--- config.mk ---
export PLATFORM = sky130hd
export DESIGN_NAME = sram_burst_ctrl_flat
export DESIGN_NICKNAME = d
export VERILOG_FILES = /design/src/rtl/sram_burst_ctrl_if.sv /design/src/rtl/sram_burst_ctrl.sv /design/src/flat_wrapper.sv
export SDC_FILE = /design/constraint.sdc
export NUM_CORES = 1
export LEC_CHECK = 0
export ABC_AREA = 1
export ABC_CLOCK_PERIOD_IN_PS = 5750
export CAP_MARGIN = 20
export CORE_ASPECT_RATIO = 1.2
export CORE_UTILIZATION = 40
export DETAILED_ROUTE_END_ITERATION = 8
export PLACE_DENSITY = 0.8
export SLEW_MARGIN = 20
export SYNTH_ARGS = -nofsm -noshare
export SYNTH_HDL_FRONTEND = slang
export SYNTH_SLANG_ARGS = --single-unit
--- constraint.sdc ---
create_clock -name clk -period 5.75 [get_ports clk]
set_input_delay 0.575 -clock clk [delete_from_list [all_inputs] [get_ports clk]]
set_output_delay 0.575 -clock clk [all_outputs]
set_load 0.01 [all_outputs]
--- src/rtl/sram_burst_ctrl_if.sv ---
`default_nettype none
// ============================================================================
// Module      : sram_burst_ctrl_if
// Description : Bus bundle for the SRAM burst controller: command channel,
//               write/read beat streams, status and the SRAM command side.
// Revision    : 1.0 - initial release
// ============================================================================
interface sram_burst_ctrl_if #(
    parameter int BYTES = 4,
    parameter int DEPTH = 1024
);
    localparam int AW = $clog2(DEPTH);
    localparam int DW = BYTES * 8;

    // Command channel
    logic             req_valid;
    logic             req_ready;
    logic             req_write;
    logic [AW-1:0]    req_addr;
    logic [7:0]       req_len;
    logic [BYTES-1:0] req_byte_en;

    // Write beat stream
    logic             wdata_valid;
    logic             wdata_ready;
    logic [DW-1:0]    wdata;

    // Read beat stream
    logic             rdata_valid;
    logic             rdata_ready;
    logic [DW-1:0]    rdata;
    logic             rdata_last;

    // Status
    logic             busy;

    // SRAM command side
    logic             mem_wr_en;
    logic             mem_rd_en;
    logic [AW-1:0]    mem_address;
    logic [DW-1:0]    mem_data_in;
    logic [BYTES-1:0] mem_byte_en;
    logic [DW-1:0]    mem_data_out;

    // Controller side
    modport slave (
        input  req_valid, req_write, req_addr, req_len, req_byte_en,
        input  wdata_valid, wdata, rdata_ready, mem_data_out,
        output req_ready, wdata_ready, rdata_valid, rdata, rdata_last, busy,
        output mem_wr_en, mem_rd_en, mem_address, mem_data_in, mem_byte_en
    );

    // Client / SRAM side
    modport master (
        output req_valid, req_write, req_addr, req_len, req_byte_en,
        output wdata_valid, wdata, rdata_ready, mem_data_out,
        input  req_ready, wdata_ready, rdata_valid, rdata, rdata_last, busy,
        input  mem_wr_en, mem_rd_en, mem_address, mem_data_in, mem_byte_en
    );
endinterface
`default_nettype wire

--- src/rtl/sram_burst_ctrl.sv ---
`default_nettype none
// ============================================================================
// Module      : sram_burst_ctrl
// Description : Burst controller for a single-port synchronous SRAM. Write
//               beats pass straight through to the SRAM; read beats return
//               through a 2-entry fall-through response FIFO so that a
//               stalled consumer never loses data.
// Revision    : 1.0 - initial release
// ============================================================================
module sram_burst_ctrl #(
    parameter int BYTES = 4,
    parameter int DEPTH = 1024
) (
    input  wire logic           clk,
    input  wire logic           rst_n,
    sram_burst_ctrl_if.slave    bus
);
    localparam int AW = $clog2(DEPTH);
    localparam int DW = BYTES * 8;
    localparam logic [AW-1:0] C_ADDR_MAX = AW'(DEPTH - 1);

    typedef enum logic [1:0] {
        S_IDLE  = 2'd0,
        S_WRITE = 2'd1,
        S_READ  = 2'd2,
        S_DRAIN = 2'd3
    } state_t;

    state_t           r_state;
    state_t           w_next;

    logic [AW-1:0]    r_addr;
    logic [7:0]       r_len;
    logic [7:0]       r_beat;
    logic [BYTES-1:0] r_be;
    logic             r_inflight;
    logic             r_inflight_last;

    logic [DW-1:0]    r_fifo_data [2];
    logic [1:0]       r_fifo_last;
    logic             r_wptr;
    logic             r_rptr;
    logic [1:0]       r_count;

    logic             w_req_fire;
    logic             w_wr_fire;
    logic             w_rd_fire;
    logic             w_beat_done;
    logic [AW-1:0]    w_addr_next;
    logic             w_fifo_empty;
    logic             w_head_valid;
    logic [DW-1:0]    w_head_data;
    logic             w_head_last;
    logic             w_pop;
    logic             w_push;
    logic             w_spop;
    logic             w_req_ready;
    logic             w_wdata_ready;

    assign w_beat_done  = (r_beat == r_len);
    assign w_addr_next  = (r_addr == C_ADDR_MAX) ? '0 : r_addr + AW'(1);
    assign w_fifo_empty = (r_count == 2'd0);

    // The word returning from the SRAM is the FIFO head whenever storage is
    // empty, which gives the 2-cycle first-beat latency and lets a ready
    // consumer take it without it ever occupying a slot.
    assign w_head_valid = !w_fifo_empty || r_inflight;
    assign w_head_data  = !w_fifo_empty ? r_fifo_data[r_rptr] : bus.mem_data_out;
    assign w_head_last  = !w_fifo_empty ? r_fifo_last[r_rptr] : r_inflight_last;
    assign w_pop        = w_head_valid && bus.rdata_ready;
    assign w_push       = r_inflight && !(w_fifo_empty && bus.rdata_ready);
    assign w_spop       = w_pop && !w_fifo_empty;

    // Next-state and handshake/command decode
    always_comb begin
        w_next        = r_state;
        w_req_ready   = 1'b0;
        w_wdata_ready = 1'b0;
        w_wr_fire     = 1'b0;
        w_rd_fire     = 1'b0;
        case (r_state)
            S_IDLE: begin
                w_req_ready = rst_n;
                if (bus.req_valid && rst_n) begin
                    w_next = bus.req_write ? S_WRITE : S_READ;
                end
            end
            S_WRITE: begin
                w_wdata_ready = 1'b1;
                w_wr_fire     = bus.wdata_valid;
                if (bus.wdata_valid && w_beat_done) begin
                    w_next = S_IDLE;
                end
            end
            S_READ: begin
                // Never more than two beats owed to the consumer.
                w_rd_fire = ((r_count + {1'b0, r_inflight}) < 2'd2);
                if (w_rd_fire && w_beat_done) begin
                    w_next = S_DRAIN;
                end
            end
            S_DRAIN: begin
                if (w_fifo_empty && !r_inflight) begin
                    w_next = S_IDLE;
                end
            end
            default: w_next = S_IDLE;
        endcase
    end

    assign w_req_fire = bus.req_valid && w_req_ready;

    // State register
    always_ff @(posedge clk or negedge rst_n) begin
        if (!rst_n) begin
            r_state <= S_IDLE;
        end else begin
            r_state <= w_next;
        end
    end

    // Burst context: latch command, advance address/beat per issued beat
    always_ff @(posedge clk or negedge rst_n) begin
        if (!rst_n) begin
            r_addr <= '0;
            r_len  <= '0;
            r_beat <= '0;
            r_be   <= '0;
        end else if (w_req_fire) begin
            r_addr <= bus.req_addr;
            r_len  <= bus.req_len;
            r_beat <= '0;
            r_be   <= bus.req_byte_en;
        end else if (w_wr_fire || w_rd_fire) begin
            r_addr <= w_addr_next;
            r_beat <= r_beat + 8'd1;
        end
    end

    // Track the single outstanding SRAM read and whether it is the last beat
    always_ff @(posedge clk or negedge rst_n) begin
        if (!rst_n) begin
            r_inflight      <= 1'b0;
            r_inflight_last <= 1'b0;
        end else begin
            r_inflight      <= w_rd_fire;
            r_inflight_last <= w_rd_fire && w_beat_done;
        end
    end

    // Response FIFO pointers and occupancy
    always_ff @(posedge clk or negedge rst_n) begin
        if (!rst_n) begin
            r_wptr      <= 1'b0;
            r_rptr      <= 1'b0;
            r_count     <= 2'd0;
            r_fifo_last <= 2'b00;
        end else begin
            if (w_push) begin
                r_fifo_last[r_wptr] <= r_inflight_last;
                r_wptr              <= ~r_wptr;
            end
            if (w_spop) begin
                r_rptr <= ~r_rptr;
            end
            case ({w_push, w_spop})
                2'b10:   r_count <= r_count + 2'd1;
                2'b01:   r_count <= r_count - 2'd1;
                default: r_count <= r_count;
            endcase
        end
    end

    // Response FIFO data storage (contents qualified by occupancy)
    always_ff @(posedge clk) begin
        if (w_push) begin
            r_fifo_data[r_wptr] <= bus.mem_data_out;
        end
    end

    assign bus.req_ready   = w_req_ready;
    assign bus.wdata_ready = w_wdata_ready;
    assign bus.rdata_valid = w_head_valid;
    assign bus.rdata       = w_head_data;
    assign bus.rdata_last  = w_head_valid && w_head_last;
    assign bus.busy        = (r_state != S_IDLE);
    assign bus.mem_wr_en   = w_wr_fire;
    assign bus.mem_rd_en   = w_rd_fire;
    assign bus.mem_address = r_addr;
    assign bus.mem_data_in = bus.wdata;
    assign bus.mem_byte_en = r_be;

endmodule
`default_nettype wire

--- src/flat_wrapper.sv ---
// flat-port wrapper written by rule: the top's interface ports become plain ports
module sram_burst_ctrl_flat 
#(
    parameter int BYTES = 4,
    parameter int DEPTH = 1024
)
  (clk, rst_n, bus_req_valid, bus_req_write, bus_req_addr, bus_req_len, bus_req_byte_en, bus_wdata_valid, bus_wdata, bus_rdata_ready, bus_mem_data_out, bus_req_ready, bus_wdata_ready, bus_rdata_valid, bus_rdata, bus_rdata_last, bus_busy, bus_mem_wr_en, bus_mem_rd_en, bus_mem_address, bus_mem_data_in, bus_mem_byte_en);
  sram_burst_ctrl_if #(.BYTES(BYTES), .DEPTH(DEPTH)) bus_i ();
  input  wire logic clk;
  input  wire logic rst_n;
  input wire logic [$bits(bus_i.req_valid)-1:0] bus_req_valid;
  input wire logic [$bits(bus_i.req_write)-1:0] bus_req_write;
  input wire logic [$bits(bus_i.req_addr)-1:0] bus_req_addr;
  input wire logic [$bits(bus_i.req_len)-1:0] bus_req_len;
  input wire logic [$bits(bus_i.req_byte_en)-1:0] bus_req_byte_en;
  input wire logic [$bits(bus_i.wdata_valid)-1:0] bus_wdata_valid;
  input wire logic [$bits(bus_i.wdata)-1:0] bus_wdata;
  input wire logic [$bits(bus_i.rdata_ready)-1:0] bus_rdata_ready;
  input wire logic [$bits(bus_i.mem_data_out)-1:0] bus_mem_data_out;
  output wire logic [$bits(bus_i.req_ready)-1:0] bus_req_ready;
  output wire logic [$bits(bus_i.wdata_ready)-1:0] bus_wdata_ready;
  output wire logic [$bits(bus_i.rdata_valid)-1:0] bus_rdata_valid;
  output wire logic [$bits(bus_i.rdata)-1:0] bus_rdata;
  output wire logic [$bits(bus_i.rdata_last)-1:0] bus_rdata_last;
  output wire logic [$bits(bus_i.busy)-1:0] bus_busy;
  output wire logic [$bits(bus_i.mem_wr_en)-1:0] bus_mem_wr_en;
  output wire logic [$bits(bus_i.mem_rd_en)-1:0] bus_mem_rd_en;
  output wire logic [$bits(bus_i.mem_address)-1:0] bus_mem_address;
  output wire logic [$bits(bus_i.mem_data_in)-1:0] bus_mem_data_in;
  output wire logic [$bits(bus_i.mem_byte_en)-1:0] bus_mem_byte_en;
  assign bus_i.req_valid = bus_req_valid;
  assign bus_i.req_write = bus_req_write;
  assign bus_i.req_addr = bus_req_addr;
  assign bus_i.req_len = bus_req_len;
  assign bus_i.req_byte_en = bus_req_byte_en;
  assign bus_i.wdata_valid = bus_wdata_valid;
  assign bus_i.wdata = bus_wdata;
  assign bus_i.rdata_ready = bus_rdata_ready;
  assign bus_i.mem_data_out = bus_mem_data_out;
  assign bus_req_ready = bus_i.req_ready;
  assign bus_wdata_ready = bus_i.wdata_ready;
  assign bus_rdata_valid = bus_i.rdata_valid;
  assign bus_rdata = bus_i.rdata;
  assign bus_rdata_last = bus_i.rdata_last;
  assign bus_busy = bus_i.busy;
  assign bus_mem_wr_en = bus_i.mem_wr_en;
  assign bus_mem_rd_en = bus_i.mem_rd_en;
  assign bus_mem_address = bus_i.mem_address;
  assign bus_mem_data_in = bus_i.mem_data_in;
  assign bus_mem_byte_en = bus_i.mem_byte_en;
  sram_burst_ctrl #(.BYTES(BYTES), .DEPTH(DEPTH)) u_core (.clk(clk), .rst_n(rst_n), .bus(bus_i));
endmodule
### Word level (Yosys, flattened, before mapping)

Memories as Yosys holds them, arrays and structs flattened.
Index checks and enable logic that the tools add are counted.

| word-level totals | value |
|---|---|
| flip-flop bits (word level) | 40 |
| bits in writable memories | 64 |
| output and inout port bits | 85 |
| word-level logic and storage cells | 82 |
| memories kept | 1 |

Memory list:

| name | words | width | rd ports | clocked after memory_dff | write ports | RTL line | source |
|---|---|---|---|---|---|---|---|
| u_core.r_fifo_data | 2 | 32 | 1 | 0 | 1 | sram_burst_ctrl.sv:39 | `logic [DW-1:0] r_fifo_data [2];` |

| cells by class | value |
|---|---|
| multiplexer cells | 25 |
| reduce and logical (&&, ||, !) cells | 23 |
| bitwise operators | 2 |
| equality and inequality tests | 11 |
| add/sub/neg operators | 5 |
| $lt $le $gt $ge | 4 |

Operators by type and width:

| operator | count |
|---|---|
| 32-bit 2-to-1 mux | 1 |
| 10-bit 2-to-1 mux | 3 |
| 8-bit 2-to-1 mux | 2 |
| 1-bit logical AND | 12 |
| 10-bit by 1-bit adder with 10-bit output, second input constant | 1 |
| 10-bit == test, second input constant | 1 |
| 1-bit 2-to-1 mux | 10 |
| 2-bit 2-to-1 mux | 5 |
| 8-bit by 1-bit adder with 8-bit output, second input constant | 1 |
| 8-bit == test | 1 |
| 2-bit by 1-bit != test with 1-bit output, second input constant | 4 |
| 2-bit case mux with 4 select lines | 1 |
| 2-bit == test, second input constant | 3 |
| 2-bit nonzero test | 3 |
| 2-bit by 1-bit == test with 1-bit output, second input constant | 2 |
| 2-bit logical NOT | 2 |
| 1-bit by 2-bit less-than comparator with 1-bit output, second input constant | 2 |
| 2-bit case mux with 2 select lines | 1 |
| 4-bit AND reduction | 1 |
| 1-bit logical NOT | 3 |
| 2-bit by 1-bit adder with 2-bit output | 1 |
| 2-bit by 1-bit adder with 2-bit output, second input constant | 1 |
| 2-bit bitwise mux | 1 |
| 1-bit logical OR | 2 |
| 5 further kinds | 6 |

### Longest topological paths before layout

Gate-level depths: netlist of the first run.

| logic depth | value |
|---|---|
| depth after elaboration | 7 |
| mapped depth | 10 |
| mapped depth without buffers | 10 |

### Worst setup path after synthesis of the first run

No wires, ideal clock.

| path | value |
|---|---|
| path kind | input -> register |
| from | input port bus_rdata_ready |
| to | register u_core.r_fifo_last[0] |
| arrival | 2.574 ns |
| library setup time | 0.125 ns |
| slack | 3.051 ns |
| stages | 4 |
| required time | 5.625 ns |
| cells stage by stage | inv_1 > o21ai_2 > nor2_1 > mux2_2 |

| on the way | value |
|---|---|
| cells in the longest elaborated chain, start to end | 3 |

Ends and longest elaborated chain:

| element | RTL line | source |
|---|---|---|
| from (decl) | flat_wrapper.sv:18 | `input wire logic [$bits(bus_i.rdata_ready)-1:0] bus_rdata_ready;` |
| 1-bit logical AND | sram_burst_ctrl.sv:71 | `assign w_push = r_inflight && !(w_fifo_empty && bus.rdata_ready);` |
| 1-bit logical NOT | sram_burst_ctrl.sv:71 |  |
| 1-bit logical AND | sram_burst_ctrl.sv:71 |  |
| to (signal, indexed assignment) | sram_burst_ctrl.sv:160 | `r_fifo_last[r_wptr] <= r_inflight_last;` |
| to (decl) | sram_burst_ctrl.sv:40 | `logic [1:0] r_fifo_last;` |

No other way between the ends.
A chain may end at the register's enable or synchronous reset.

### Final worst setup path of the first run

| path | value |
|---|---|
| from | register u_core.r_rptr |
| to | output port bus_rdata[27] |

| on the way | value |
|---|---|
| cells in the longest elaborated chain, start to end | 2 |

Ends and longest elaborated chain:

| element | RTL line | source |
|---|---|---|
| from (decl) | sram_burst_ctrl.sv:42 | `logic r_rptr;` |
| from (signal assigned) | sram_burst_ctrl.sv:164 | `r_rptr <= ~r_rptr;` |
| memory 2 x 32 bit | n/a |  |
| 32-bit 2-to-1 mux | sram_burst_ctrl.sv:68 | `assign w_head_data = !w_fifo_empty ? r_fifo_data[r_rptr] : bus.mem_data_out;` |
| to (decl) | flat_wrapper.sv:23 | `output wire logic [$bits(bus_i.rdata)-1:0] bus_rdata;` |

No other way between the ends.

==> flow_summary_export.csv, run 1 <==
group,metric,value,unit
timing,post-route-min-period,2.97,ns
yosys,ys_ff_latch,104,
worst_setup_path,crit_path_top_delay_cell,"dfrtp_2",
job,max-cap-violations,0,
place,io_buffers,112,
cts,cts_tree,"done",
layout,multiInputGateArea,0.00155,mm²
detailed_routing,viasPerCell,4.92,
yosys,synth_nets,626,
layout,antenna_cells,0,
global_routing,grtUsageTotal,0.167,
pwr,p_comb_frac,0.446,
yosys,synth.distinct_cells,32,
timing,finClkSkew,0.00648,ns
pwr,powerDensity,504,mW/mm²
global_routing,grt_pass1_wl,17400,µm
layout,drive_gt1_frac,0.0525,
yosys,netlist_instances,531,
detailed_routing,drcViolationCount,0,
outcome,status,"complete, no violations",
global_routing,grt-busiest-layer,"met2",
worst_setup_path,critPathMaxFanout,67,
floorplan,floorplan.die_area,0.0129,mm²
global_routing,grt_pass1_vias,3781,
cts,hold_buffers,0,
floorplan,num_rows,44,
global_routing,antenna_found_initial,0,
cts,cts_buffers,9,
worst_setup_path,path_cells,"o21ai_0 > o21ai_0 > clkdlybuf4s50_1",
worst_setup_path,cp_common_cell,"o21ai_0",
timing,fin_crit_sh,0.517,
detailed_routing,post_drt_wl_per_cell,13.3,µm
pwr,seqPwrFrac,0.376,
timing,drv_slew,0,
cts,path_clk_slew,0.07,ns
detailed_routing,wl,10200,µm
cts,cts_resized,0,
global_routing,met1_usage,0.204,
place,dp_hpwl,7080,µm
timing,slew-limit-headroom,0.343,
pwr,switching_share,0.373,
yosys,synth_ff_type,"edfxtp_1",
yosys,synth_edf_count,64,
layout,layout_commonest_cell,"nand2_1",
pwr,peakVddDrop,0.214,mV
timing,worst_pin_slew,0.986,ns
cts,htreeDepth,3,
yosys,avgSynthCellArea,9.39,µm²
worst_setup_path,required,5.18,ns
worst_setup_path,worstSetupStartpointType,"flip-flop",
floorplan,die_h,124,µm
layout,syn_to_final_growth,26.5,%
worst_setup_path,path_class,"reg -> out",
global_routing,grt_overflow,0,
layout,final_cell_mix,"nand2_1 (153), clkdlybuf4s50_1 (111), o21ai_0 (74)",
pwr,clockPowerShare,0.178,
cts,clockBufferDepth,2,
global_routing,grt_max_degree,68,
detailed_routing,drtIter0Drc,203,
pwr,power.internal,1.99,mW
global_routing,use_met2,0.280,
timing,rsz0062_at_grt,"no",
worst_setup_path,worstPathArrival,2.40,ns
floorplan,initial_core_util,0.412,
yosys,synth_seq_area_share,0.586,
cts,post_cts_buffers,0,
cts,cts.sinks,104,
worst_setup_path,end_kind,"output port",
timing,setup_violations,0,
floorplan,io_pins,177,
detailed_routing,drtAntennaViolNets,0,
yosys,synth-async-reset-ratio,0.385,
timing,fin_tns_setup,0,ns
place,globalplace.congestion,0.822,
timing,fmax,0.337,GHz
global_routing,met3_usage,0.0549,
detailed_routing,vias,3791,
cts,cts_root_buffer,"clkbuf_16",
pwr,power.static_leakage,2.52,nW
timing,hold_viol,0,
cts,insertion_delay,0.34,ns
pwr,p_sw,1.19,mW
layout,ff_latch_area,0.00292,mm²
layout,final_nets,700,
worst_setup_path,cp_slowest_stage_delay,1.00,ns
yosys,syn_area,0.00498,mm²
floorplan,die_w,104,µm
hold_path,worst_hold_path_type,"in -> async",
yosys,yosysWarnings,0,
pwr,finalPower,3.18,mW
layout,fill_cells,1092,
detailed_routing,dr.pass1.iters,4,
floorplan,coreArea,0.0121,mm²
==> synthesized netlist by cell type (all sizes together), types with 3 or more instances <==
| master | count | area [µm²] |
|---|---|---|
| a21oi | 8 | 40.0 |
| buf | 39 | 277 |
| clkbuf | 11 | 41.3 |
| dfrtp | 40 | 1000 |
| edfxtp | 64 | 1920 |
| ha | 3 | 37.5 |
| inv | 57 | 214 |
| nand2 | 154 | 581 |
| nand3 | 13 | 65.1 |
| nand4 | 4 | 25.0 |
| nor2 | 27 | 121 |
| nor3 | 4 | 25.0 |
| o211ai | 8 | 60.1 |
| o21ai | 77 | 389 |
| xnor2 | 8 | 70.1 |
| xor2 | 7 | 61.3 |
==> stage by stage <==
| stage | std cells | hold slack [ns] | util | area [µm²] | worst slack [ns] |
|---|---|---|---|---|---|
| floorplan | 531 | 0.279 | - | 4980 | 3.05 |
| global placement | 754 | 0.461 | 0.496 | 6010 | 2.80 |
| detailed placement | 755 | 0.479 | 0.498 | 6030 | 2.82 |
| CTS | 771 | 0.386 | 0.521 | 6310 | 2.75 |
| global route | 771 | 0.442 | 0.521 | 6310 | 2.51 |
| finish | 771 | 0.372 | 0.521 | 6310 | 2.78 |
==> cell type report <==
class | count | share of cell area
multi-input cells | 320 | 0.246
well taps | 161 | 0.0319
clock buffers | 9 | 0.0357
repair buffers | 113 | 0.180
flip-flops and latches | 104 | 0.464
clock inverters | 7 | 0.00873
inverters | 57 | 0.0339
==> state kept, by name, summed over array words and instances (netlist names) <==
name                    count
u_core.bus.mem_byte_en      4
u_core.r_inflight_last      1
u_core.r_inflight           1
u_core.r_rptr               1
u_core.r_state              2
u_core.r_beat               8
u_core.r_fifo_last          2
u_core.r_fifo_data         64
u_core.bus.mem_address     10
u_core.r_wptr               1
u_core.r_count              2
u_core.r_len                8
==> metal layers <==
layer	up-vias	part of all wire	wire, µm
met4	0	0.013	137
met3	18	0.071	731
met2	154	0.49	4980
met5	-	0	0
met1	1763	0.43	4400
li1	1856	-	-
==> cell families after synthesis <==
group	Yosys count	synth area share
AO/OA/AOI/OAI	96	0.103
flip-flops	104	0.586
AND/OR/NAND/NOR	205	0.168
adder cells (fa/ha/maj)	3	0.00753
buffers and inverters	107	0.107
XOR/XNOR	15	0.0264
multiplexers	1	0.00226
==> path summary, 6_finish.rpt <==
path                       slack [ns]  cells past startpoint                          start                               endpoint
setup / recovery                 2.78                      3      u_core.r_rptr$_DFFE_PN0P_                          bus_rdata[27]
hold / removal                   0.37                      1                          rst_n  u_core.bus.mem_byte_en[0]$_DFFE_PN0P_
setup reg to reg                 3.61                      7  u_core.r_count[1]$_DFFE_PN0P_          u_core.r_count[1]$_DFFE_PN0P_
hold reg to reg                  0.49                      2    u_core.r_len[7]$_DFFE_PN0P_            u_core.r_len[7]$_DFFE_PN0P_
max in group asynchronous        4.74                      1                          rst_n              u_core.r_rptr$_DFFE_PN0P_
min in group clk                 0.49                      2    u_core.r_len[7]$_DFFE_PN0P_            u_core.r_len[7]$_DFFE_PN0P_
==> worst max-delay path: cells and delay by family, from the launching register on <==
kind / cells / cell delay, ns
compound gates: 2 / 0.45
buf+inv: 1 / 0.57
flops: 1 / 1.00
==> power groups by stage <==
stage | logic, mW | registers (mW) | clock network, mW
finish | 1.42 | 1.20 | 0.566
detailed placement | 1.42 | 1.21 | 0
global route | 1.57 | 1.23 | 0.618
global placement | 1.36 | 1.20 | 0
floorplan | 0.808 | 1.14 | 0
CTS | 1.43 | 1.20 | 0.584
Note: power is estimated with default switching activity, not from simulation.
==> run 2, diff against run 1 <==
--- a/config.mk
+++ b/config.mk
@@ -6,12 +6,12 @@
 export NUM_CORES = 1
 export LEC_CHECK = 0
 export ABC_AREA = 1
-export ABC_CLOCK_PERIOD_IN_PS = 5750
+export ABC_CLOCK_PERIOD_IN_PS = 2700
 export CAP_MARGIN = 20
 export CORE_ASPECT_RATIO = 1.2
 export CORE_UTILIZATION = 40
 export DETAILED_ROUTE_END_ITERATION = 8
-export PLACE_DENSITY = 0.8
+export PLACE_DENSITY = 0.82
 export SLEW_MARGIN = 20
 export SYNTH_ARGS = -nofsm -noshare
 export SYNTH_HDL_FRONTEND = slang
==> constraint.sdc (replaced) <==
create_clock -name clk -period 2.7 [get_ports clk]
set_input_delay 0.27 -clock clk [delete_from_list [all_inputs] [get_ports clk]]
set_output_delay 0.27 -clock clk [all_outputs]
set_load 0.01 [all_outputs]
==> run 2 against run 1 <==
  * Sequential cell count is the same
  * Non-clock buffer count grew 6
  * Design area grew 1.2%
  * Clock skew grew 0.0033 ns
  * Cell count grew 0.78%
  * Clock power grew 130%
  * Die area is the same
==> flow_summary_export.csv, run 2 (same netlist as run 1, synthesis figures left out) <==
group,metric,value,unit
job,max-cap-violations,0,
detailed_routing,wl,10400,µm
layout,final_nets,706,
floorplan,io_pins,177,
cts,insertion_delay,0.34,ns
pwr,power.static_leakage,2.57,nW
floorplan,coreArea,0.0121,mm²
pwr,peakVddDrop,0.653,mV
timing,slew-limit-headroom,0.655,
detailed_routing,viasPerCell,4.96,
pwr,finalPower,6.86,mW
worst_setup_path,cp_slowest_stage_delay,0.68,ns
global_routing,grt_max_degree,57,
detailed_routing,drcViolationCount,0,
worst_setup_path,critPathMaxFanout,54,
timing,hold_viol,0,
place,place_ws,0.429,ns
cts,post_cts_buffers,0,
cts,cts_root_buffer,"clkbuf_16",
floorplan,initial_core_util,0.412,
floorplan,die_w,104,µm
timing,rsz0062_at_grt,"no",
timing,fmax,0.402,GHz
timing,drv_slew,0,
worst_setup_path,worstReg2RegStart,"u_core.r_count[1]$_DFFE_PN0P_",
place,io_buffers,112,
global_routing,antenna_found_initial,1,
pwr,powerDensity,1080,mW/mm²
global_routing,grt_pass1_wl,17200,µm
worst_setup_path,cp_common_cell,"o21ai_0",
cts,cts.sinks,104,
layout,antenna_cells,0,
worst_setup_path,worstPathArrival,2.22,ns
worst_setup_path,required,2.43,ns
layout,drive_gt1_frac,0.0601,
layout,fin_area,0.00638,mm²
global_routing,grtUsageTotal,0.166,
worst_setup_path,worstSetupStartpointType,"flip-flop",
outcome,status,"complete, no violations",
detailed_routing,dr.pass1.iters,4,
floorplan,num_rows,44,
layout,final_cell_mix,"nand2_1 (153), clkdlybuf4s50_1 (111), o21ai_0 (74)",
layout,top_register,"u_core.r_fifo_data",
floorplan,die_h,124,µm
detailed_routing,drtAntennaViolNets,0,
layout,stdcell_count,777,
timing,hold_slack,0.0213,ns
timing,fin_tns_setup,0,ns
cts,cts_tree,"done",
timing,post-route-min-period,2.49,ns
place,post_dp_cell_area,0.00608,mm²
worst_setup_path,path_class,"reg -> out",
detailed_routing,vias,3852,
worst_setup_path,path_cells,"buf_4 > nand2_1 > o21ai_0 > o21ai_0 > clkdlybuf4s50_1",
cts,cts_resized,0,
timing,fin_crit_sh,0.922,
cts,cts_buffers,9,
hold_path,worst_hold_path_type,"in -> async",
detailed_routing,drtIter0Drc,149,
worst_setup_path,crit_path_top_delay_cell,"dfrtp_4",
cts,hold_buffers,0,
timing,worst_pin_slew,0.517,ns
cts,clockBufferDepth,2,
global_routing,grt_overflow,0,
layout,post-route-util,0.527,
cts,path_clk_slew,0.07,ns
worst_setup_path,end_kind,"output port",
layout,syn_to_final_growth,28.0,%
cts,htreeDepth,3,
floorplan,floorplan.die_area,0.0129,mm²
global_routing,grt_pass1_vias,3740,
worst_setup_path,setup.worst_path.start,"u_core.r_rptr$_DFFE_PN0P_",
layout,layout_commonest_cell,"nand2_1",
place,dp_cells,761,
timing,setup_violations,0,
layout,largest_register_ffs,64,
place,globalplace.congestion,0.857,
place,dp_hpwl,7380,µm
timing,finalWorstSetupSlack,0.211,ns
timing,finClkSkew,0.00976,ns
detailed_routing,post_drt_wl_per_cell,13.4,µm
[run 2: changes by cell type in the layout (fill, tap and decap cells not counted), sizes merged]
cell | previous run | this run
clkinvlp | 1 | 0
buf | 2 | 8
inv | 59 | 58
bufinv | 0 | 1
clkbuf | 9 | 13
clkinv | 4 | 1
[run 2: cell type report]
class / count / area, µm²
Tap cell: 161 / 201
Timing Repair Buffer: 119 / 1190
Inverter: 57 / 214
Multi-Input combinational cell: 320 / 1550
Clock inverter: 3 / 41.3
Sequential cell: 104 / 2930
Clock buffer: 13 / 251
Fill cell: 1082 / 5730
[run 2: per-layer routing]
layer	GRT usage	wire [µm]
met5	0	13
met4	0.0647	250
met3	0.0518	762
met2	0.286	5080
met1	0.191	4270
[run 2: worst paths after layout]
check	endpoint	slack, ns	cells past startpoint
worst max register to register	u_core.r_count[1]$_DFFE_PN0P_	0.69	7
worst min register to register	u_core.bus.mem_byte_en[3]$_DFFE_PN0P_	0.48	2
max in group asynchronous	u_core.r_rptr$_DFFE_PN0P_	2.28	2
worst max-delay path	bus_rdata[17]	0.21	5
worst min-delay path	u_core.r_len[0]$_DFFE_PN0P_	0.02	2
min in group clk	u_core.r_len[3]$_DFFE_PN0P_	0.46	3
[run 2: power by group]
group          internal [mW]  switching [mW]  leakage, nW
clock network          0.747           0.530        0.147
registers               2.13           0.403         1.09
logic                   1.52            1.54         1.34
total                   4.39            2.47         2.57
[run 2: worst max-delay path: cells and delay by family (launching register included)]
| kind | cells | cell delay [ns] |
|---|---|---|
| AOI/OAI and AO/OA | 2 | 0.31 |
| buffers and inverters | 2 | 0.80 |
| DFF | 1 | 0.68 |
| and+or+nand+nor | 1 | 0.07 |
==> run 3, diff against run 2 <==
--- a/config.mk
+++ b/config.mk
@@ -12,7 +12,9 @@
 export CORE_UTILIZATION = 40
 export DETAILED_ROUTE_END_ITERATION = 8
 export PLACE_DENSITY = 0.82
+export SKIP_CTS_REPAIR_TIMING = 1
 export SLEW_MARGIN = 20
 export SYNTH_ARGS = -nofsm -noshare
 export SYNTH_HDL_FRONTEND = slang
 export SYNTH_SLANG_ARGS = --single-unit
+export TNS_END_PERCENT = 50
==> results of run 3 <==
The final DEF is identical to that of run 2; final timing and power are the same.
